### config.mk
export PLATFORM = sky130hd
export DESIGN_NAME = sprite_mem_arbiter
export DESIGN_NICKNAME = d
export VERILOG_FILES = /design/src/rtl/sprite_mem_arbiter.sv
export SDC_FILE = /design/constraint.sdc
export NUM_CORES = 1
export LEC_CHECK = 0
export CORE_MARGIN = 4
export CORE_UTILIZATION = 55
export DETAILED_ROUTE_END_ITERATION = 10
export DONT_BUFFER_PORTS = 1
export GPL_ROUTABILITY_DRIVEN = 0
export HOLD_SLACK_MARGIN = 0.08
export PLACE_DENSITY = 0.68
export SYNTH_ARGS = -nofsm -noshare
export SYNTH_HDL_FRONTEND = slang
export SYNTH_SLANG_ARGS = --single-unit
### constraint.sdc
create_clock -name clock -period 2.9 [get_ports clock]
set_input_delay 0 -clock clock [delete_from_list [all_inputs] [get_ports clock]]
set_output_delay 0 -clock clock [all_outputs]
set_load 0.03 [all_outputs]
### src/rtl/sprite_mem_arbiter.sv
// sprite_mem_arbiter
//   Shares the single-port sprite RAM between the command-parser write stream
//   and the renderer read port. Parser writes are buffered in a small FIFO and
//   the renderer normally wins. Buffered writes are forced out when the FIFO is
//   full or when its head has waited MAX_WAIT cycles.
//
// Ports
//   clock, reset_n                     clock, async active-low reset
//   wr_en/wr_sprite/wr_addr/wr_data    one-cycle write request (buffered)
//   wr_overflow                        sticky: a write was dropped (FIFO full)
//   fifo_level                         current FIFO occupancy
//   rd_req/rd_sprite/rd_addr           renderer read, held until rd_gnt
//   rd_gnt                             combinational: read accepted this cycle
//   rd_valid/rd_data                   read result, 3 cycles after rd_gnt
//   mem_en/mem_we/mem_sprite/
//   mem_addr/mem_wdata                 registered RAM access
//   mem_rdata                          RAM read data, 1 cycle after read strobe
//   stall_count                        cycles with rd_req & !rd_gnt
//
// Optional feature macro: SPRITE_ARB_STATS_EN enables the saturating 16-bit
// stall counter; without it stall_count is tied to 0.
module sprite_mem_arbiter #(
  parameter int SEL_W      = 3,
  parameter int ADDR_W     = 7,
  parameter int FIFO_DEPTH = 4,
  parameter int MAX_WAIT   = 8
) (
  input  logic                          clock,
  input  logic                          reset_n,
  input  logic                          wr_en,
  input  logic [SEL_W-1:0]              wr_sprite,
  input  logic [ADDR_W-1:0]             wr_addr,
  input  logic [7:0]                    wr_data,
  output logic                          wr_overflow,
  output logic [$clog2(FIFO_DEPTH):0]   fifo_level,
  input  logic                          rd_req,
  input  logic [SEL_W-1:0]              rd_sprite,
  input  logic [ADDR_W-1:0]             rd_addr,
  output logic                          rd_gnt,
  output logic                          rd_valid,
  output logic [7:0]                    rd_data,
  output logic                          mem_en,
  output logic                          mem_we,
  output logic [SEL_W-1:0]              mem_sprite,
  output logic [ADDR_W-1:0]             mem_addr,
  output logic [7:0]                    mem_wdata,
  input  logic [7:0]                    mem_rdata,
  output logic [15:0]                   stall_count
);

  localparam int PTR_W     = $clog2(FIFO_DEPTH);
  localparam int CNT_W     = $clog2(MAX_WAIT + 1);
  // vld_pipe_q[0]: RAM read strobe, [1]: mem_rdata valid, [2]: rd_valid
  localparam int RD_STAGES = 2;

  typedef struct packed {
    logic [SEL_W-1:0]  sprite;
    logic [ADDR_W-1:0] addr;
    logic [7:0]        data;
  } wr_req_t;

  wr_req_t              fifo_q [FIFO_DEPTH];
  logic [PTR_W:0]       wptr_q, rptr_q;
  logic [CNT_W-1:0]     wait_q, wait_d;
  logic                 ovf_q, ovf_d;
  logic [RD_STAGES:0]   vld_pipe_q;
  logic [7:0]           rd_data_q;
  logic                 mem_en_q, mem_we_q;
  logic [SEL_W-1:0]     mem_sprite_q;
  logic [ADDR_W-1:0]    mem_addr_q;
  logic [7:0]           mem_wdata_q;

  logic                 full, empty, force_wr, push, pop;
  logic [PTR_W:0]       level;
  wr_req_t              head;

  // Extra pointer bit distinguishes full from empty.
  assign level    = wptr_q - rptr_q;
  assign full     = (level == (PTR_W+1)'(FIFO_DEPTH));
  assign empty    = (level == '0);
  assign head     = fifo_q[rptr_q[PTR_W-1:0]];

  assign force_wr = full | (wait_q >= CNT_W'(MAX_WAIT));
  assign rd_gnt   = rd_req & ~force_wr;
  assign pop      = ~rd_gnt & ~empty;
  // Fullness is judged at the start of the cycle: a same-cycle pop does not
  // make room for the incoming write.
  assign push     = wr_en & ~full;

  always_comb begin
    wait_d = wait_q;
    if (empty | pop)
      wait_d = '0;
    else if (wait_q < CNT_W'(MAX_WAIT))
      wait_d = wait_q + 1'b1;
  end

  assign ovf_d = ovf_q | (wr_en & full);

  // Storage needs no reset; occupancy is tracked by the pointers.
  always_ff @(posedge clock) begin
    if (push)
      fifo_q[wptr_q[PTR_W-1:0]] <= '{sprite: wr_sprite, addr: wr_addr, data: wr_data};
  end

  always_ff @(posedge clock or negedge reset_n) begin
    if (!reset_n) begin
      wptr_q       <= '0;
      rptr_q       <= '0;
      wait_q       <= '0;
      ovf_q        <= 1'b0;
      vld_pipe_q   <= '0;
      rd_data_q    <= '0;
      mem_en_q     <= 1'b0;
      mem_we_q     <= 1'b0;
      mem_sprite_q <= '0;
      mem_addr_q   <= '0;
      mem_wdata_q  <= '0;
    end else begin
      if (push) wptr_q <= wptr_q + 1'b1;
      if (pop)  rptr_q <= rptr_q + 1'b1;
      wait_q     <= wait_d;
      ovf_q      <= ovf_d;
      vld_pipe_q <= {vld_pipe_q[RD_STAGES-1:0], rd_gnt};
      if (vld_pipe_q[RD_STAGES-1])
        rd_data_q <= mem_rdata;
      mem_en_q <= rd_gnt | pop;
      mem_we_q <= pop;
      if (rd_gnt) begin
        mem_sprite_q <= rd_sprite;
        mem_addr_q   <= rd_addr;
      end else if (pop) begin
        mem_sprite_q <= head.sprite;
        mem_addr_q   <= head.addr;
        mem_wdata_q  <= head.data;
      end
    end
  end

  assign wr_overflow = ovf_q;
  assign fifo_level  = level;
  assign rd_valid    = vld_pipe_q[RD_STAGES];
  assign rd_data     = rd_data_q;
  assign mem_en      = mem_en_q;
  assign mem_we      = mem_we_q;
  assign mem_sprite  = mem_sprite_q;
  assign mem_addr    = mem_addr_q;
  assign mem_wdata   = mem_wdata_q;

`ifdef SPRITE_ARB_STATS_EN
  logic [15:0] stall_q;

  always_ff @(posedge clock or negedge reset_n) begin
    if (!reset_n)
      stall_q <= '0;
    else if (rd_req & ~rd_gnt & (stall_q != 16'hFFFF))
      stall_q <= stall_q + 16'd1;
  end

  assign stall_count = stall_q;
`else
  assign stall_count = '0;
`endif

endmodule
==> flow_metrics.py <==
metrics = {
    "outcome": {
        "status": "finished, final reports clean",
    },
    "sta": {
        "setup_viol": 0,
        "fmax_mhz": 356,
        "drv_slew": 0,
        "hold_violations": 0,
        "fin_setup_tns_ns": 0,
        "fin_crit_sh_pct": 96.8,
        "setup_slack_ns": 0.0921,
        "post-route-min-period_ns": 2.81,
        "grt_setup_unrepaired": "no",
        "clock_skew_ns": 0.0108,
        "hold_slack_ns": 0.170,
    },
    "detailed_routing": {
        "vias": 2319,
        "dr.pass1.iters": 4,
        "wl_met1_um": 3500,
        "top_layer_used": "met4",
        "drtIter0Drc": 70,
        "wl_met2_um": 4510,
        "viasPerCell": 5.39,
        "wl_met3_um": 613,
        "avgRoutedWirePerCell_um": 20.3,
        "drc": 0,
        "wl_um": 8730,
        "antenna_left": 0,
    },
    "pwr": {
        "p_leak_nw": 2.23,
        "power_frac_comb_pct": 32.4,
        "p_sw_share_pct": 36.3,
        "switching_power_mw": 2.73,
        "p_seq_share_pct": 40.3,
        "power_density_nw_per_um2": 1310,
        "pwr-share-clk_pct": 27.3,
        "finalPower_mw": 7.53,
        "max-vdd-ir-drop_uv": 560,
        "internal_power_mw": 4.80,
    },
    "worst_setup_path": {
        "start_kind": "flip-flop",
        "required_ns": 3.31,
        "crit_type": "flip-flop to flip-flop",
        "startpoint": "wptr_q[0]",
        "ff2ff_path_depth": 9,
        "path_max_fanout": 6,
        "worstReg2RegStart": "wptr_q[0]",
        "crit_arrival_ns": 3.22,
        "endpoint_kind": "flip-flop",
        "r2r_slack_ns": 0.09,
        "crit_path_end": "mem_sprite[0]",
        "r2r_end": "mem_sprite[0]",
    },
    "finish": {
        "post-route-util_pct": 73.2,
        "multi_input_area_um2": 1240,
        "final_nets": 364,
        "num_antenna_cells": 0,
        "regArea_um2": 3210,
        "layout-drive-gt1-share_pct": 27.1,
        "instances_no_fill": 430,
        "synthToLayoutAreaGrowth_pct": 26.9,
        "nFillCells": 475,
        "design_area_um2": 5770,
    },
    "logic_synthesis": {
        "synth.area.top_cells": "edfxtp_1 (48%), dfrtp_1 (23%), mux4_2 (8.9%)",
        "synth_top_cell_by_area": "edfxtp_1",
        "synth_compound_area_share_pct": 3.60,
        "ys_types": 31,
        "ys_ff_latch": 114,
        "synth_fa_ha_area_share_pct": 2.64,
        "synthMuxAreaShare_pct": 14.1,
        "yosysWarnings": 0,
        "synth-simple-area-share_pct": 3.03,
        "async_reset_ff_share_pct": 36.8,
        "ys.flop_type": "edfxtp_1",
        "ys_seq_area_share_pct": 70.6,
        "synth_common_cells": "edfxtp_1 (72), dfrtp_1 (42), buf_4 (18), mux4_2 (18), mux2_2 (13)",
        "synthCells": 247,
        "syn_area_um2": 4550,
        "synth_top_family_by_area": "multiplexers",
        "yosys.area_share.xor_xnor_pct": 1.51,
        "avgSynthCellArea_um2": 18.4,
        "synth_top_cell_area_share_pct": 47.5,
        "synth_edf_count": 72,
        "post-synth-top-count-cell": "edfxtp_1",
    },
    "clock_tree": {
        "cts_made_buffers": 17,
        "clkSlewWorstSetupHoldPaths_ns": 0.06,
        "cts_tree": "yes",
        "cts.path.max_buffers": 2,
        "clock_latency_ns": 0.50,
        "clock_tree.root_cell": "clkbuf_8",
        "cts_sinks": 114,
        "h-tree-depth": 4,
    },
    "placed_design": {
        "dp_cells": 348,
        "dpl-instance-area_um2": 4620,
        "place_ws_ns": 0.407,
        "portBuffers": 0,
        "hpwlAfterDp_um": 4920,
    },
    "global_routing": {
        "grt_usage_pct": 18.8,
        "grt_pass1_vias": 2496,
        "grt-ovfl-total": 0,
        "grt_pass1_wl_um": 13700,
        "antenna_found_initial": 0,
        "grt_max_degree": 43,
    },
    "die": {
        "io_pins": 90,
        "fp.dieArea_um2": 9790,
        "num_rows": 32,
        "core_area_um2": 7890,
        "initial_core_util_pct": 57.7,
        "die_h_um": 98.9,
        "die_w_um": 98.9,
    },
    "min_path": {
        "min_path_type": "input port to async pin",
    },
    "run": {
        "cap_violations": 0,
    },
}
[timing repair]
action | 4_1_cts | 5_1_grt
resized for setup | 0 | 4
setup endpoints to repair | 0 | 4
setup buffers | 0 | 4
endpoints found under the hold margin | 214 | 0
hold buffers | 44 | 0
[power groups by stage]
| stage | Combinational (mW) | Clock (mW) | Sequential [mW] |
|---|---|---|---|
| 3_3_place_gp | 2.10 | 0 | 3.04 |
| 2_1_floorplan | 1.84 | 0 | 2.95 |
| 4_1_cts | 2.24 | 2.10 | 3.04 |
| 3_5_place_dp | 2.13 | 0 | 3.06 |
| 5_1_grt | 2.66 | 2.18 | 3.10 |
| 6_report | 2.44 | 2.06 | 3.04 |
[layout by cell type (no fill, tap or decap), types with 4 or more instances in the layout]
| cell | instances |
|---|---|
| buf_4 | 12 |
| nand2b_1 | 7 |
| dfrtp_1 | 42 |
| clkbuf_16 | 16 |
| clkinvlp_4 | 5 |
| nand2_1 | 7 |
| a22oi_1 | 4 |
| ha_1 | 8 |
| a2bb2oi_1 | 6 |
| inv_1 | 6 |
| a21oi_1 | 6 |
| dlygate4sd3_1 | 42 |
| mux4_2 | 18 |
| conb_1 | 16 |
| edfxtp_1 | 72 |
| mux2_4 | 6 |
| mux2_2 | 13 |
| and3_1 | 5 |
| o21ai_0 | 4 |
[how the worst min path moves through the flow]
| stage | startpoint | end | slack [ns] |
|---|---|---|---|
| floorplan | reset_n | mem_addr[0] | -0.30 |
| global placement | reset_n | wait_q[0] | -0.29 |
| detailed placement | reset_n | wait_q[0] | -0.29 |
| CTS | reset_n | mem_wdata[1] | 0.13 |
| global route | reset_n | mem_wdata[6] | 0.15 |
| finish | reset_n | mem_wdata[1] | 0.17 |
[area by class of cell]
| cell class | instances | share of cell area (%) |
|---|---|---|
| Clock inverter | 14 | 3.12 |
| Tap cell | 102 | 2.21 |
| Multi-Input combinational cell | 119 | 21.5 |
| Inverter | 7 | 0.455 |
| Timing Repair Buffer | 56 | 9.80 |
| Clock buffer | 18 | 7.24 |
| Sequential cell | 114 | 55.7 |
[layer usage]
layer	global-route usage (%)	vias up
li1	-	1055
met1	23.1	1166
met2	30.5	90
met3	6.44	8
met4	7.88	0
met5	0	-
[registers in the layout (all words and copies together) (netlist names)]
signal,flops
mem_addr,7
wr_overflow,1
rptr_q,3
mem_wdata,8
wptr_q,3
rd_data,8
vld_pipe_q,3
fifo_q,72
wait_q,4
mem_we,1
mem_sprite,3
mem_en,1
[worst max-delay path, stage by stage (launching register included)]
cell and delay [ns]:
dfrtp_1 0.40, inv_1 0.10, ha_1 0.22, fa_2 0.38
xor3_4 0.60, nor3_2 0.20, buf_4 0.13, a22oi_1 0.05
dlygate4sd3_1 0.58, o21ai_0 0.08
[logic make-up after synthesis]
group           Yosys count
compound gates           22
xor+xnor                  6
fa+ha+maj                 9
buf+inv                  31
flops                   114
mux                      37
other cells               1
simple gates             27
(Power assumes the default switching activity.)
